--- config.mk ---
export PLATFORM = sky130hd
export DESIGN_NAME = bin_bcd_conv_flat
export DESIGN_NICKNAME = d
export VERILOG_FILES = /design/src/rtl/bin_bcd_conv_pkg.sv /design/src/rtl/bin_bcd_conv_if.sv /design/src/rtl/bin_bcd_conv_add3_adj.sv /design/src/rtl/bin_bcd_conv.sv /design/src/flat_wrapper.sv
export SDC_FILE = /design/constraint.sdc
export NUM_CORES = 1
export LEC_CHECK = 0
export BUFFER_PORTS_ARGS = -buffer_cell sky130_fd_sc_hd__buf_2
export CAP_MARGIN = 20
export CORE_AREA = 10 10 131 133
export DETAILED_ROUTE_END_ITERATION = 10
export DIE_AREA = 0 0 141 143
export PLACE_DENSITY = 0.55
export SLEW_MARGIN = 20
export SYNTH_ARGS = -nofsm -noshare
export SYNTH_HDL_FRONTEND = slang
export SYNTH_SLANG_ARGS = --single-unit
--- constraint.sdc ---
create_clock -name CK_i -period 2.8 [get_ports CK_i]
set_input_delay 0.42 -clock CK_i [delete_from_list [all_inputs] [get_ports CK_i]]
set_output_delay 0.42 -clock CK_i [all_outputs]
set_load 0.1 [all_outputs]
--- src/rtl/bin_bcd_conv_pkg.sv ---
// Shared types, widths and helpers for the binary-to-BCD display converter.
package bin_bcd_pkg;

  localparam int C_BIN_W = 14;
  localparam int C_BCD_W = 16;
  localparam int C_NIB   = 4;
  localparam logic [C_BIN_W-1:0] C_BCD_MAX = 14'd9999;

  // IDLE: waiting for an accepted tick
  // CONV: shift-add-3 loop, one input bit per cycle
  // DONE: result latched onto the output bus, strobe high
  typedef enum logic [1:0] {
    IDLE = 2'd0,
    CONV = 2'd1,
    DONE = 2'd2
  } state_t;

  // Ceiling log2, used to size the update-rate divider.
  function automatic int f_log2(input int v);
    int r;
    r = 0;
    while ((64'd1 << r) < 64'(v)) r++;
    return r;
  endfunction

endpackage

--- src/rtl/bin_bcd_conv_if.sv ---
// Sample-in / BCD-out bundle between the measurement source, the converter
// and the 7-segment driver.
interface bin_bcd_conv_if;
  import bin_bcd_pkg::*;

  logic [C_BIN_W-1:0] BIN_i;
  logic               BIN_VLD_i;
  logic [C_BCD_W-1:0] DAT_o;
  logic               LATCH_o;
  logic               BUSY_o;
  logic               OVF_o;

  modport master (
    output BIN_i, BIN_VLD_i,
    input  DAT_o, LATCH_o, BUSY_o, OVF_o
  );

  modport slave (
    input  BIN_i, BIN_VLD_i,
    output DAT_o, LATCH_o, BUSY_o, OVF_o
  );

endinterface

--- src/rtl/bin_bcd_conv_add3_adj.sv ---
// Per-nibble double-dabble correction: any BCD digit of 5 or more gets +3
// so the following left shift carries correctly into the next decade.
module bcd_add3_adj
  import bin_bcd_pkg::*;
(
  input  logic [C_BCD_W-1:0] bcd_in,
  output logic [C_BCD_W-1:0] bcd_out
);

  // Nibbles are independent; the 4-bit add cannot overflow for legal digits.
  always_comb begin
    bcd_out = bcd_in;
    for (int i = 0; i < C_BCD_W / C_NIB; i++) begin
      if (bcd_in[i*C_NIB +: C_NIB] >= 4'd5) begin
        bcd_out[i*C_NIB +: C_NIB] = bcd_in[i*C_NIB +: C_NIB] + 4'd3;
      end
    end
  end

endmodule

--- src/rtl/bin_bcd_conv.sv ---
// Periodic binary-to-BCD converter. A free-running divider produces the
// display-update tick; each accepted tick captures one sample, converts it
// over 14 shift-add-3 cycles and presents the result with a one-cycle strobe.
//
// state | meaning
// IDLE  | waiting for tick with valid sample
// CONV  | one shift-add-3 iteration per cycle, STEP counts down 13..0
// DONE  | LATCH_o high, DAT_o/OVF_o freshly updated
module bin_bcd_conv
  import bin_bcd_pkg::*;
#(
  parameter int C_FCK  = 48_000_000,
  parameter int C_FUPD = 10
) (
  input  logic           CK_i,
  input  logic           XARST_i,
  bin_bcd_conv_if.slave  bus
);

  localparam int C_DIV   = C_FCK / C_FUPD;
  localparam int C_DIV_W = f_log2(C_DIV);
  localparam logic [C_DIV_W-1:0] C_DIV_LAST  = C_DIV_W'(C_DIV - 1);
  localparam logic [3:0]         C_STEP_INIT = 4'(C_BIN_W - 1);

  logic [C_DIV_W-1:0] div_ctr;
  logic               tick;

  state_t             state;
  logic [C_BIN_W-1:0] bin_sr;
  logic [C_BCD_W-1:0] bcd_sr;
  logic [C_BCD_W-1:0] bcd_adj;
  logic [C_BCD_W-1:0] bcd_nxt;
  logic [3:0]         step;
  logic               ovf_pend;

  logic [C_BCD_W-1:0] dat_q;
  logic               latch_q;
  logic               ovf_q;

  // Divider resets to its last count so the first tick lands right after reset.
  always_ff @(posedge CK_i or negedge XARST_i) begin
    if (!XARST_i) begin
      div_ctr <= C_DIV_LAST;
    end else if (div_ctr == C_DIV_LAST) begin
      div_ctr <= '0;
    end else begin
      div_ctr <= div_ctr + 1'b1;
    end
  end

  assign tick = (div_ctr == C_DIV_LAST);

  bcd_add3_adj u_add3 (
    .bcd_in  (bcd_sr),
    .bcd_out (bcd_adj)
  );

  // Corrected BCD shifted left with the next binary MSB entering at bit 0.
  assign bcd_nxt = {bcd_adj[C_BCD_W-2:0], bin_sr[C_BIN_W-1]};

  // Sequencer and datapath; the final iteration's result goes straight to the
  // output register so DAT_o and LATCH_o appear together in the DONE cycle.
  always_ff @(posedge CK_i or negedge XARST_i) begin
    if (!XARST_i) begin
      state    <= IDLE;
      bin_sr   <= '0;
      bcd_sr   <= '0;
      step     <= '0;
      ovf_pend <= 1'b0;
      dat_q    <= '0;
      latch_q  <= 1'b0;
      ovf_q    <= 1'b0;
    end else begin
      latch_q <= 1'b0;
      case (state)
        IDLE: begin
          if (tick && bus.BIN_VLD_i) begin
            state  <= CONV;
            bcd_sr <= '0;
            step   <= C_STEP_INIT;
            if (bus.BIN_i > C_BCD_MAX) begin
              bin_sr   <= C_BCD_MAX;
              ovf_pend <= 1'b1;
            end else begin
              bin_sr   <= bus.BIN_i;
              ovf_pend <= 1'b0;
            end
          end
        end
        CONV: begin
          bcd_sr <= bcd_nxt;
          bin_sr <= {bin_sr[C_BIN_W-2:0], 1'b0};
          step   <= step - 1'b1;
          if (step == 4'd0) begin
            state   <= DONE;
            dat_q   <= bcd_nxt;
            ovf_q   <= ovf_pend;
            latch_q <= 1'b1;
          end
        end
        DONE: begin
          state <= IDLE;
        end
        default: begin
          state <= IDLE;
        end
      endcase
    end
  end

  assign bus.DAT_o   = dat_q;
  assign bus.LATCH_o = latch_q;
  assign bus.OVF_o   = ovf_q;
  assign bus.BUSY_o  = (state != IDLE);

endmodule

--- src/flat_wrapper.sv ---
// flat-port wrapper written by rule: the top's interface ports become plain ports
module bin_bcd_conv_flat import bin_bcd_pkg::*;
#(
  parameter int C_FCK  = 48_000_000,
  parameter int C_FUPD = 10
)
  (CK_i, XARST_i, bus_BIN_i, bus_BIN_VLD_i, bus_DAT_o, bus_LATCH_o, bus_BUSY_o, bus_OVF_o);
  bin_bcd_conv_if bus_i ();
  input  logic CK_i;
  input  logic XARST_i;
  input wire logic [$bits(bus_i.BIN_i)-1:0] bus_BIN_i;
  input wire logic [$bits(bus_i.BIN_VLD_i)-1:0] bus_BIN_VLD_i;
  output wire logic [$bits(bus_i.DAT_o)-1:0] bus_DAT_o;
  output wire logic [$bits(bus_i.LATCH_o)-1:0] bus_LATCH_o;
  output wire logic [$bits(bus_i.BUSY_o)-1:0] bus_BUSY_o;
  output wire logic [$bits(bus_i.OVF_o)-1:0] bus_OVF_o;
  assign bus_i.BIN_i = bus_BIN_i;
  assign bus_i.BIN_VLD_i = bus_BIN_VLD_i;
  assign bus_DAT_o = bus_i.DAT_o;
  assign bus_LATCH_o = bus_i.LATCH_o;
  assign bus_BUSY_o = bus_i.BUSY_o;
  assign bus_OVF_o = bus_i.OVF_o;
  bin_bcd_conv #(.C_FCK(C_FCK), .C_FUPD(C_FUPD)) u_core (.CK_i(CK_i), .XARST_i(XARST_i), .bus(bus_i));
endmodule
==> flow_summary_export.csv, run 1 <==
group,metric,value,unit
timing,setup_tns,0,ns
pwr,p_per_area,534.7,nW/um^2
timing,setup_violations,0,
synth,async_flop_share,100.0,%
worst_setup_path,rrSetupSlack,0.53,ns
synth,synth_seq_cells,78,
synth,yosysMostFrequentCell,"dfrtp_1",
clock_tree,post-cts-setup-buffers,0,
clock_tree,cts_tree,"yes",
status,status,"finished, final reports clean",
clock_tree,postCtsHoldBufs,0,
floorplan,start_util,27.77,%
synth,syn_nets,416,
global_routing,grt_pass1_wl,15.00,mm
cells_and_area,antenna-diode-count,0,
floorplan,io_pins,36,
placed_design,hpwl,6.224,mm
worst_setup_path,worst_path_largest_cell_delay,0.54,ns
cells_and_area,drive_above_1_share,20.47,%
synth,synth_top_area_share,38.74,%
clock_tree,cts_max_path_buffers,2,
timing,max_freq,440.8,MHz
worst_setup_path,cpMaxStageDelayCell,"dfstp_2",
clock_tree,cts_sinks,78,
timing,rsz0062_at_grt,"false",
synth,synthesis.area,4005,um^2
global_routing,overflow,0,
flow_run,cap_violations,0,
worst_setup_path,endpoint_kind,"flop",
global_routing,grt_pass1_vias,2948,
worst_setup_path,crit_family,"simple AND/OR/NAND/NOR gates",
synth,synth_edf_count,0,
cells_and_area,design_area,4703,um^2
worst_setup_path,crit_fanout,12,
worst_hold_path,min_path_type,"primary input to async pin",
global_routing,grt_util_all_layers,9.159,%
timing,fin_ws,0.5313,ns
worst_setup_path,cp-start-kind,"flop",
worst_setup_path,critical_path_class,"flop to flop",
clock_tree,clk_latency,0.34,ns
timing,maxSlewHeadroom,51.07,%
detailed_routing,dr_total_vias,2980,
floorplan,die_area,20160,um^2
synth,yosys-top-cells-count,"dfrtp_1 (62), nand2_1 (38), nor2_1 (21), o21ai_0 (21), xnor2_1 (19)",
floorplan,die_width,141,um
detailed_routing,ant_nets,0,
global_routing,grt_max_degree,79,
detailed_routing,wire_per_inst,14.63,um
timing,fin_crit,2.269,ns
synth,synthFlopType,"dfrtp_1",
timing,hold_violations,0,
placed_design,routabilityCongestion,0.7702,
detailed_routing,drc,0,
cells_and_area,layout.nets,448,
detailed_routing,avgViaCountPerCell,4.893,
clock_tree,clk_pin_slew_worst_paths,0.06,ns
placed_design,place_area,4362,um^2
worst_setup_path,ff2ff_path_depth,4,
clock_tree,cts_root_buffer,"clkbuf_16",
worst_setup_path,regToRegStartpoint,"u_core.div_ctr[10]$_DFF_PN1_",
worst_setup_path,worstReg2RegEnd,"u_core.bin_sr[10]$_DFFE_PN0P_",
synth,postSynthAreaPerCell,10.30,um^2
synth,ys_seq_area_share,49.23,%
clock_tree,cts_buffers,9,
synth,synthDistinctLibCells,50,
synth,ys_warn_count,0,
worst_setup_path,crit_chain,"nor3b_1, and4_1, nand2_1, a311o_1",
timing,slew_viol_final,0,
floorplan,core,14420,um^2
worst_setup_path,path_depth,4,
worst_setup_path,crit_arrival,2.49,ns
placed_design,place_ws,0.5525,ns
detailed_routing,drt-total-wl,8.907,mm
global_routing,antenna_found_initial,0,
placed_design,portBuffers,35,
detailed_routing,drt-pass1-iter-count,4,
floorplan,row_count,44,
cells_and_area,area_growth_syn_to_layout,17.43,%
synth,yosys.area.top_type,"dfrtp_1",
pwr,peakVddDrop,284.8,uV
worst_setup_path,worst-path-buf-inv,0,
pwr,p_leak,2.170,nW
worst_setup_path,worstPathRequired,3.02,ns
timing,tightest_slew,0.7340,ns
timing,skew,0.006042,ns
clock_tree,cts_htree_levels,3,
timing,period_share,81.02,%
synth,syn_inst,389,
clock_tree,ctsResizeCount,0,
synth,synth_area_leaders,"dfrtp_1 (39%), dfstp_2 (10%), xnor2_1 (4.2%)",
detailed_routing,drt_iter0_drc,161,
floorplan,die_y,143,um
## worst max-delay path by stage
stage / startpoint / end / slack [ns]
6_report: u_core.div_ctr[10]$_DFF_PN1_ / u_core.bin_sr[10]$_DFFE_PN0P_ / 0.53
3_5_place_dp: u_core.div_ctr[10]$_DFF_PN1_ / u_core.bin_sr[10]$_DFFE_PN0P_ / 0.55
4_1_cts: u_core.div_ctr[10]$_DFF_PN1_ / u_core.bin_sr[10]$_DFFE_PN0P_ / 0.54
3_3_place_gp: u_core.div_ctr[10]$_DFF_PN1_ / u_core.bin_sr[10]$_DFFE_PN0P_ / 0.60
2_1_floorplan: u_core.div_ctr[0]$_DFF_PN1_ / u_core.ovf_pend$_DFFE_PN0P_ / 0.71
5_1_grt: u_core.div_ctr[10]$_DFF_PN1_ / u_core.bin_sr[10]$_DFFE_PN0P_ / 0.26
## routing by layer
| layer | part of all wire [%] | wire (um) | global-route usage (%) | up-vias |
|---|---|---|---|---|
| met1 | 45 | 3979 | 10.80 | 1450 |
| li1 | - | - | - | 1470 |
| met2 | 50 | 4482 | 15.25 | 47 |
| met5 | 0 | 0 | 0 | - |
| met4 | 1.5 | 136 | 4.130 | 0 |
| met3 | 3.5 | 308 | 2.488 | 13 |
## sequential cells by signal, summed over array words and instances (netlist names)
signal and flops:
u_core.div_ctr 23, u_core.bcd_sr 16, u_core.bus.DAT_o 16, u_core.bin_sr 14
u_core.step 4, u_core.state 2, u_core.bus.LATCH_o 1, u_core.bus.OVF_o 1
u_core.ovf_pend 1
## metrics by stage
stage | util [%] | instances | hold WS [ns] | total power [mW]
6_report | 32.61 | 609 | 0.09039 | 2.515
5_1_grt | 32.61 | 609 | 0.1825 | 2.611
4_1_cts | 32.58 | 609 | 0.3127 | 2.555
3_5_place_dp | 30.24 | 594 | 0.4680 | 1.203
3_3_place_gp | 30.24 | 594 | 0.4563 | 1.202
2_1_floorplan | - | 389 | 0.1244 | 1.161
## area by class of cell
| cell class | count | area, um^2 |
|---|---|---|
| clock buffers | 11 | 242.7 |
| multi-input cells | 273 | 1866 |
| well taps | 184 | 230.2 |
| flip-flops and latches | 78 | 1972 |
| clock inverters | 4 | 95.09 |
| inverters | 17 | 63.81 |
| repair buffers | 42 | 234.0 |
| fillers | 1488 | 9721 |
## report_power, final
group | switching, mW | internal (mW) | leakage, nW
Sequential | 0.000604 | 1.13 | 0.906
Clock | 0.445 | 0.889 | 0.166
Combinational | 0.0367 | 0.0141 | 1.10
## layout by cell type, fill, tap and decap left out, types with 4 or more instances in the layout
cell type and count:
nor3b_1 8, and3_1 11, o211ai_1 5, xor2_1 7
nor2_1 21, buf_2 34, o311ai_1 4, ha_1 10
a22oi_1 5, a211o_1 5, a31oi_1 4, a22o_1 6
nand2b_1 6, dfstp_2 16, nand2_1 38, inv_1 17
nand4_1 6, dfrtp_1 62, o22ai_1 13, o21ai_0 21
mux2_2 6, nand3_1 10, nor3_1 13, nor4b_1 4
clkbuf_16 9, buf_4 7, a21oi_1 11, a211oi_1 4
xnor2_1 19
## kinds of logic after synthesis
group                    count (synthesis)  share of synthesized area (%)
buffers and inverters                   38                          4.186
flip-flops                              78                          49.23
multiplexers                            10                          2.718
adder cells (fa/ha/maj)                 10                          3.124
AO/OA/AOI/OAI                           90                          15.43
XOR/XNOR                                26                          5.686
AND/OR/NAND/NOR                        137                          19.62
(Power assumes the default switching activity.)
==> run 2, diff against run 1 <==
PLACE_DENSITY = 0.57   (was 0.55)
clock period = 1.92 ns   (was 2.8 ns; I/O delays follow)
==> run 2 against run 1 <==
  * Clock skew rose by 0.0015 ns
  * Cell count rose by 4.8%
  * Power rose by 38%
  * First-iteration DRC count fell by 4.3%
  * Global-route usage rose by 0.22 points
  * Critical path depth rose by 1
  * Sequential cell count did not move
  * Critical endpoint is now u_core.ovf_pend$_DFFE_PN0P_
==> flow_summary_export.csv, run 2 (synthesis gave the netlist of run 1 again) <==
group,metric,value,unit
status,status,"finished, final reports clean",
floorplan,row_count,44,
timing,maxSlewHeadroom,67.40,%
timing,rsz0062_at_grt,"true",
global_routing,grt_max_degree,37,
global_routing,grt_pass1_wl,15.48,mm
worst_hold_path,hp-start,"bus_BIN_i[0]",
clock_tree,cts_tree,"yes",
global_routing,antenna_found_initial,1,
clock_tree,cts_buffers,9,
placed_design,portBuffers,35,
floorplan,core,14420,um^2
cells_and_area,area_growth_syn_to_layout,24.37,%
pwr,peakVddDrop,582.4,uV
global_routing,grt_pass1_vias,3144,
clock_tree,clk_latency,0.34,ns
pwr,p_per_area,694.9,nW/um^2
pwr,p_leak,2.314,nW
cells_and_area,multiInputGateArea,1903,um^2
detailed_routing,wire_per_inst,14.31,um
timing,skew,0.007549,ns
timing,tightest_slew,0.4924,ns
cells_and_area,fillers,1465,
floorplan,start_util,27.77,%
cells_and_area,drive_above_1_share,26.49,%
detailed_routing,dr_total_vias,3117,
cells_and_area,largest_register,"u_core.div_ctr",
worst_setup_path,crit_fanout,7,
clock_tree,cts_htree_levels,3,
timing,whs,0.3240,ns
cells_and_area,layout_commonest_cell,"dfrtp_1",
worst_setup_path,endpoint_kind,"flop",
placed_design,place_ws,-0.008977,ns
timing,fin_ws,0.007812,ns
detailed_routing,avgViaCountPerCell,4.886,
cells_and_area,largest_reg_flops,23,
worst_setup_path,crit_arrival,2.14,ns
detailed_routing,drt_iter0_drc,154,
detailed_routing,drt-pass1-iter-count,4,
timing,setup_violations,0,
detailed_routing,drt-total-wl,9.132,mm
detailed_routing,drc,0,
clock_tree,clk_pin_slew_worst_paths,0.06,ns
floorplan,die_area,20160,um^2
timing,hold_violations,0,
worst_setup_path,worstPathRequired,2.15,ns
timing,slew_viol_final,0,
timing,max_freq,523.0,MHz
cells_and_area,final_cell_mix,"dfrtp_1 (62), nand2_1 (37), buf_2 (33)",
clock_tree,cts_sinks,78,
floorplan,die_width,141,um
global_routing,overflow,0,
clock_tree,cts_root_buffer,"clkbuf_16",
cells_and_area,layout.nets,475,
floorplan,io_pins,36,
timing,fin_crit,1.912,ns
placed_design,routabilityCongestion,0.8233,
worst_setup_path,critPathLaunch,"u_core.div_ctr[1]$_DFF_PN1_",
worst_setup_path,regToRegStartpoint,"u_core.div_ctr[1]$_DFF_PN1_",
flow_run,cap_violations,0,
cells_and_area,seq_area,1972,um^2
detailed_routing,ant_nets,0,
timing,period_share,99.59,%
global_routing,grt_util_all_layers,9.383,%
worst_hold_path,min_path_type,"primary input to flop",
placed_design,hpwl,6.613,mm
worst_setup_path,cp-start-kind,"flop",
clock_tree,cts_max_path_buffers,2,
worst_setup_path,critical_path_class,"flop to flop",
floorplan,die_y,143,um
==> run 2: through the flow <==
stage / setup TNS [ns] / std cells / area [um^2] / utilization (%) / total power [mW]
floorplan: -0.04407 / 389 / 4021 / - / 1.694
global placement: 0 / 619 / 4631 / 32.10 / 1.761
detailed placement: -0.008977 / 619 / 4631 / 32.10 / 1.762
CTS: -0.0006961 / 636 / 4947 / 34.30 / 3.506
global route: -0.06674 / 638 / 4981 / 34.53 / 3.586
finish: 0 / 638 / 4981 / 34.53 / 3.461
==> run 2: cell type report <==
class | count | share of cell area [%]
flip-flops and latches | 78 | 39.59
multi-input cells | 273 | 38.21
repair buffers | 69 | 10.20
clock buffers | 11 | 4.873
well taps | 184 | 4.622
inverters | 17 | 1.281
clock inverters | 5 | 1.181
diodes | 1 | 0.05024
==> run 2: what timing repair did <==
action / in CTS / in global routing
endpoints found under the hold margin: 20 / 0
resized for setup: 1 / 6
setup endpoints to repair: 1 / 19
setup buffers: 0 / 1
pin swaps: 0 / 1
hold buffers: 1 / 0
==> run 2: final timing paths <==
check / cells after the start / slack (ns) / to
min in group asynchronous: 2 / 0.42 / u_core.bcd_sr[5]$_DFFE_PN0P_
max: 5 / 0.008 / u_core.ovf_pend$_DFFE_PN0P_
max reg2reg: 5 / 0.008 / u_core.ovf_pend$_DFFE_PN0P_
min: 3 / 0.32 / u_core.bin_sr[0]$_DFFE_PN0P_
min reg2reg: 2 / 0.47 / u_core.bus.DAT_o[11]$_DFFE_PN0P_
max in group asynchronous: 3 / 0.89 / u_core.bus.DAT_o[2]$_DFFE_PN0P_
==> run 2: report_power, final <==
group	total, mW	leakage [nW]	switching, mW	internal (mW)
logic	0.0844	1.27	0.0551	0.0293
clock network	1.73	0.142	0.687	1.04
registers	1.65	0.906	0.00102	1.65
==> run 2: worst max-delay path: stages (launching register included) <==
cell and delay (ns):
dfstp_2 0.55, ha_4 0.15, nand3_4 0.08, or4_4 0.57, nor3_4 0.15, mux2_4 0.31
==> run 2: layer usage <==
metal	part of all wire [%]	vias to the layer above	GRT usage [%]
li1	-	1531	-
met1	45	1527	11.05
met2	50	48	15.91
met3	3.4	11	2.355
met4	1.4	0	3.967
met5	0	-	0
